$ cat src/rtl/board_ray_scanner.sv
// Square-board occupancy store plus a sequential ray-walk engine that emits
// pseudo-legal sliding/king moves for one source square, one ray step per cycle.
module board_ray_scanner #(
  parameter int unsigned  BOARD_W = 8,
  localparam int unsigned SQ_W    = $clog2(BOARD_W * BOARD_W),
  localparam int unsigned CNT_W   = $clog2(8 * BOARD_W)
) (
  input  logic             clk,
  input  logic             clear_n,
  input  logic             wr_en,
  input  logic [SQ_W-1:0]  wr_addr,
  input  logic [5:0]       wr_piece,
  input  logic             start,
  input  logic [SQ_W-1:0]  src_sq,
  input  logic             abort,
  output logic             busy,
  output logic             mv_valid,
  input  logic             mv_ready,
  output logic [SQ_W-1:0]  mv_src,
  output logic [SQ_W-1:0]  mv_dst,
  output logic             mv_capture,
  output logic             done,
  output logic [CNT_W-1:0] move_count
);

  localparam int unsigned NSQ = BOARD_W * BOARD_W;

  typedef enum logic [2:0] {S_IDLE, S_FETCH, S_STEP, S_EMIT, S_DONE} state_t;

  state_t           state;
  logic [5:0]       board [NSQ];
  logic [SQ_W-1:0]  src_q;
  logic [SQ_W-1:0]  cur_sq;
  logic [5:0]       src_piece;
  logic [7:0]       dir_mask;
  logic [CNT_W-1:0] run_cnt;

  logic [7:0]       fetch_mask;
  logic [7:0]       mask_rest;
  logic [2:0]       cur_dir;
  logic             step_up, step_dn, step_cp, step_cm;
  logic             off_board;
  logic [SQ_W-1:0]  nxt_sq;
  logic [5:0]       tgt_piece;
  logic             blocked;
  logic             capture;
  logic             is_king;
  int               row_i, col_i, nrow_i, ncol_i;

  // Direction mask for the piece on the source square
  always_comb begin
    fetch_mask = 8'h00;
    if (board[src_q][5]) begin
      case (board[src_q][2:0])
        3'd3:    fetch_mask = 8'hF0;
        3'd4:    fetch_mask = 8'h0F;
        3'd5,
        3'd6:    fetch_mask = 8'hFF;
        default: fetch_mask = 8'h00;
      endcase
    end
  end

  // Current ray step: lowest remaining direction applied to the cursor
  always_comb begin
    cur_dir = 3'd0;
    for (int i = 7; i >= 0; i--) begin
      if (dir_mask[i]) cur_dir = 3'(i);
    end
    mask_rest = dir_mask & (dir_mask - 8'd1);
    step_up   = (cur_dir == 3'd0) || (cur_dir == 3'd4) || (cur_dir == 3'd5);
    step_dn   = (cur_dir == 3'd1) || (cur_dir == 3'd6) || (cur_dir == 3'd7);
    step_cp   = (cur_dir == 3'd2) || (cur_dir == 3'd4) || (cur_dir == 3'd6);
    step_cm   = (cur_dir == 3'd3) || (cur_dir == 3'd5) || (cur_dir == 3'd7);
    row_i     = int'(cur_sq) / int'(BOARD_W);
    col_i     = int'(cur_sq) % int'(BOARD_W);
    off_board = (step_up && (row_i == int'(BOARD_W) - 1)) || (step_dn && (row_i == 0)) ||
                (step_cp && (col_i == int'(BOARD_W) - 1)) || (step_cm && (col_i == 0));
    nrow_i    = row_i + (step_up ? 1 : 0) - (step_dn ? 1 : 0);
    ncol_i    = col_i + (step_cp ? 1 : 0) - (step_cm ? 1 : 0);
    nxt_sq    = off_board ? cur_sq : SQ_W'(nrow_i * int'(BOARD_W) + ncol_i);
    tgt_piece = board[nxt_sq];
    blocked   = off_board || (tgt_piece[5] && (tgt_piece[4] == src_piece[4]));
    capture   = tgt_piece[5] && (tgt_piece[4] != src_piece[4]);
    is_king   = (src_piece[2:0] == 3'd6);
  end

  // Board store; writes are locked out while a scan is running
  always_ff @(posedge clk or negedge clear_n) begin
    if (!clear_n) begin
      for (int i = 0; i < int'(NSQ); i++) board[i] <= 6'd0;
    end else if (wr_en && !busy && (32'(wr_addr) < NSQ)) begin
      board[wr_addr] <= wr_piece;
    end
  end

  // Scan sequencer with registered stream and status outputs
  always_ff @(posedge clk or negedge clear_n) begin
    if (!clear_n) begin
      state      <= S_IDLE;
      src_q      <= '0;
      cur_sq     <= '0;
      src_piece  <= 6'd0;
      dir_mask   <= 8'h00;
      run_cnt    <= '0;
      busy       <= 1'b0;
      mv_valid   <= 1'b0;
      mv_src     <= '0;
      mv_dst     <= '0;
      mv_capture <= 1'b0;
      done       <= 1'b0;
      move_count <= '0;
    end else begin
      done <= 1'b0;
      if (abort && (state != S_IDLE)) begin
        state    <= S_IDLE;
        busy     <= 1'b0;
        mv_valid <= 1'b0;
      end else begin
        case (state)
          S_IDLE: begin
            if (start) begin
              src_q   <= src_sq;
              run_cnt <= '0;
              busy    <= 1'b1;
              state   <= S_FETCH;
            end
          end
          S_FETCH: begin
            src_piece <= board[src_q];
            dir_mask  <= fetch_mask;
            cur_sq    <= src_q;
            mv_src    <= src_q;
            if (fetch_mask == 8'h00) begin
              done       <= 1'b1;
              move_count <= run_cnt;
              state      <= S_DONE;
            end else begin
              state <= S_STEP;
            end
          end
          S_STEP: begin
            if (dir_mask == 8'h00) begin
              done       <= 1'b1;
              move_count <= run_cnt;
              state      <= S_DONE;
            end else if (blocked) begin
              dir_mask <= mask_rest;
              cur_sq   <= src_q;
              if (mask_rest == 8'h00) begin
                done       <= 1'b1;
                move_count <= run_cnt;
                state      <= S_DONE;
              end
            end else begin
              mv_dst     <= nxt_sq;
              mv_capture <= capture;
              mv_valid   <= 1'b1;
              state      <= S_EMIT;
            end
          end
          S_EMIT: begin
            if (mv_ready) begin
              run_cnt  <= run_cnt + CNT_W'(1);
              mv_valid <= 1'b0;
              if (mv_capture || is_king) begin
                dir_mask <= mask_rest;
                cur_sq   <= src_q;
              end else begin
                cur_sq <= mv_dst;
              end
              state <= S_STEP;
            end
          end
          S_DONE: begin
            busy  <= 1'b0;
            state <= S_IDLE;
          end
          default: state <= S_IDLE;
        endcase
      end
    end
  end

endmodule

$ cat config.mk
export PLATFORM = sky130hd
export DESIGN_NAME = board_ray_scanner
export DESIGN_NICKNAME = d
export VERILOG_FILES = /design/src/rtl/board_ray_scanner.sv
export SDC_FILE = /design/constraint.sdc
export NUM_CORES = 1
export LEC_CHECK = 0
export BUFFER_PORTS_ARGS = -buffer_cell sky130_fd_sc_hd__buf_2
export CAP_MARGIN = 20
export CORE_UTILIZATION = 60
export DETAILED_ROUTE_END_ITERATION = 8
export GPL_TIMING_DRIVEN = 0
export PLACE_DENSITY = 0.83
export SETUP_SLACK_MARGIN = 0.2
export SLEW_MARGIN = 15
export SYNTH_ARGS = -nofsm -noshare
export SYNTH_HDL_FRONTEND = slang
export SYNTH_SLANG_ARGS = --single-unit
$ cat constraint.sdc
create_clock -name clk -period 9.9 [get_ports clk]
set_input_delay 0 -clock clk [delete_from_list [all_inputs] [get_ports clk]]
set_output_delay 0 -clock clk [all_outputs]
set_load 0.005 [all_outputs]
==> results.yml <==
route:
  finalWirelength_microns: 58600
  vias: 13917
  first_iter_violations: 1552
  drt-vias-per-instance: 6.85
  drtPass1Iterations: 5
  ant_nets: 0
  avgRoutedWirePerCell_microns: 28.8
  drc: 0
logic_synthesis:
  synth_area_leaders: "dfrtp_1 (48%), mux2_2 (20%), mux4_2 (12%)"
  synth_top_area_cell: "dfrtp_1"
  synth-async-reset-ratio: 1.00
  ys_ff_latch: 375
  synth.distinct_cells: 88
  netlist_instances: 1470
  synth_commonest_cells: "dfrtp_1 (375), mux2_2 (343), nand2_1 (116), mux4_2 (107), clkbuf_1 (65)"
  synth.most_common_cell: "dfrtp_1"
  yosysSeqAreaShare: 0.481
  syn_nets: 1506
  synth_edf_count: 0
  synth.avg_cell_area_sq_um: 13.3
  netlist_area_sq_um: 19500
  synth_ff_type: "dfrtp_1"
  yosys_warnings: 0
  synth_top_area_frac: 0.481
setup_path:
  critPathBufInv: 4
  critPathMaxFanout: 8
  regToRegSetupSlack_ns: 3.05
  max_stage_delay_ns: 0.87
  critPathSlowestCell: "xnor2_1"
  crit_path_end_kind: "flop"
  critPathArrivalTime_ns: 7.34
  r2r-end: "mv_valid$_DFFE_PN0P_"
  worst-setup-path-type: "reg2reg"
  critical_path_required_ns: 10.38
  cpLargestDelayFamily: "compound AO/OA/AOI/OAI gates"
  critPathMostFrequentCell: "xnor2_1"
  reg2reg_from: "dir_mask[6]$_DFFE_PN0P_"
  startpoint_type: "flop"
  ff2ff_path_depth: 27
  critPathLaunch: "dir_mask[6]$_DFFE_PN0P_"
  cp.depth: 27
  cp-endpoint: "mv_valid$_DFFE_PN0P_"
grt:
  antenna_found_initial: 0
  grt_start_max_net_pins: 113
  grt_pass1_vias: 14313
  grt_pass1_wl_microns: 89300
  grt_usage: 0.366
  gr-total-overflow: 0
cells_and_area:
  multi_input_area_sq_um: 9610
  drive_above_1_share: 0.388
  area.growth.synth_to_final_pct: 11.9
  regArea_sq_um: 9380
  nFillCells: 2170
  nets: 1602
clock_network:
  postCtsSetupBuffers: 0
  cts-resized-gates: 0
  clk_latency_ns: 0.55
  cts_buffers: 40
  cts_buffer_depth: 3
  clk_pin_slew_ns: 0.06
  clock-sinks: 375
  cts-root-buf: "clkbuf_16"
  cts_hold_buf: 11
  tritoncts: "done"
  htreeDepth: 2
floorplanning:
  coreArea_sq_um: 31800
  die_area_sq_um: 33300
  start_util: 0.614
  die_w_microns: 182
  row_count: 65
  fp.dieH_microns: 182
  ioPinCount: 46
place:
  port_buffers: 37
  hpwlAfterDp_microns: 42400
  gp_congestion: 1.02
min_path:
  worstHoldPathType: "in2reg"
timing:
  fin_worst_skew_ns: 0.0149
  worstMarginPinSlew_ns: 1.16
  finalCritPeriodShare: 0.692
  rsz0062_at_grt: "no"
  maxSlewHeadroom: 0.226
  maxClockFrequency_mhz: 146
  timing_hold_violations_final: 0
  setup_viol: 0
  tns_ns: 0
  final_max_slew_viol_count: 0
  min_period_ns: 6.85
status:
  status: "complete, no violations"
flow_run:
  maxCapViolCount: 0
layout by cell type, fill, tap and decap left out, types with 7 or more instances in the layout:
cell type / netlist / routed
dfrtp_1: 375 / 375
mux2_2: 343 / 343
nand2_1: 116 / 116
mux4_2: 107 / 107
clkbuf_1: 65 / 73
nor2_1: 60 / 60
buf_2: 13 / 49
o21ai_0: 49 / 49
clkbuf_16: 0 / 41
nand3_1: 37 / 37
inv_1: 25 / 25
mux2i_1: 19 / 19
a21oi_1: 16 / 16
buf_1: 14 / 14
nand2b_1: 13 / 13
and3_1: 13 / 13
o211ai_1: 13 / 13
a211oi_1: 12 / 12
clkbuf_8: 0 / 11
dlygate4sd3_1: 0 / 11
nor3_1: 10 / 10
ha_1: 9 / 9
mux2_4: 8 / 8
xnor2_1: 7 / 7
a31oi_1: 7 / 7
o2111ai_1: 7 / 7
flip-flops by register name (all words and copies together), names as in the netlist, 4 cells and up:
register / cells
run_cnt: 6
mv_src: 6
cur_sq: 6
move_count: 6
mv_dst: 6
board: 320
src_piece: 4
dir_mask: 8
src_q: 6
worst min path at each step:
stage	slack (ns)	to	start	cells past startpoint
4_1_cts	0.00009	board[58]$_DFFE_PN0P_	wr_piece[4]	2
5_1_grt	0.07	board[58]$_DFFE_PN0P_	wr_piece[4]	2
2_1_floorplan	-0.30	board[0]$_DFFE_PN0P_	clear_n	0
6_report	0.01	board[58]$_DFFE_PN0P_	wr_piece[4]	2
3_3_place_gp	0.20	src_q[2]$_DFFE_PN0P_	src_sq[2]	3
3_5_place_dp	0.05	cur_sq[4]$_DFFE_PN0P_	clear_n	1
kinds of logic (layout without fill, tap and decap cells):
logic type               after synthesis  after routing  share of synthesized area
AO/OA/AOI/OAI                        163            163                     0.0633
XOR/XNOR                              13             13                    0.00679
adder cells (fa/ha/maj)               13             13                    0.00936
buffers and inverters                124            250                     0.0270
flip-flops                           375            375                      0.481
multiplexers                         479            479                      0.338
other                                  0              2                          0
AND/OR/NAND/NOR                      303            303                     0.0747
area by class of cell:
cell class | count | share of cell area
multi-input combinational | 971 | 0.440
sequential | 375 | 0.429
clock buffer | 60 | 0.0553
tap | 435 | 0.0249
buffer | 98 | 0.0196
timing repair buffer | 54 | 0.0195
clock inverter | 12 | 0.00664
inverter | 26 | 0.00447
antenna | 2 | 0.000229
layer usage:
layer / global-route usage / wire (microns) / vias up
met3: 0.0688 / 5210 / 231
met5: 0 / 0 / -
met1: 0.486 / 22400 / 7144
met2: 0.563 / 27100 / 843
li1: - / - / 5699
met4: 0.226 / 3940 / 0
stage by stage:
stage / area (sq um) / hold WS [ns] / util / worst slack (ns) / instances
after global routing: 21800 / 0.0659 / 0.687 / 2.50 / 2031
after CTS: 21800 / 0.0000930 / 0.686 / 3.15 / 2028
after floorplan: 19500 / -0.296 / - / 4.39 / 1470
final: 21900 / 0.0127 / 0.687 / 3.05 / 2033
after global placement: 20300 / 0.203 / 0.637 / 1.74 / 1942
after detailed placement: 20300 / 0.0512 / 0.640 / 3.35 / 1945
Power is not shown: default switching activity piles up to over one toggle a cycle in this logic, so the estimate is an artifact.
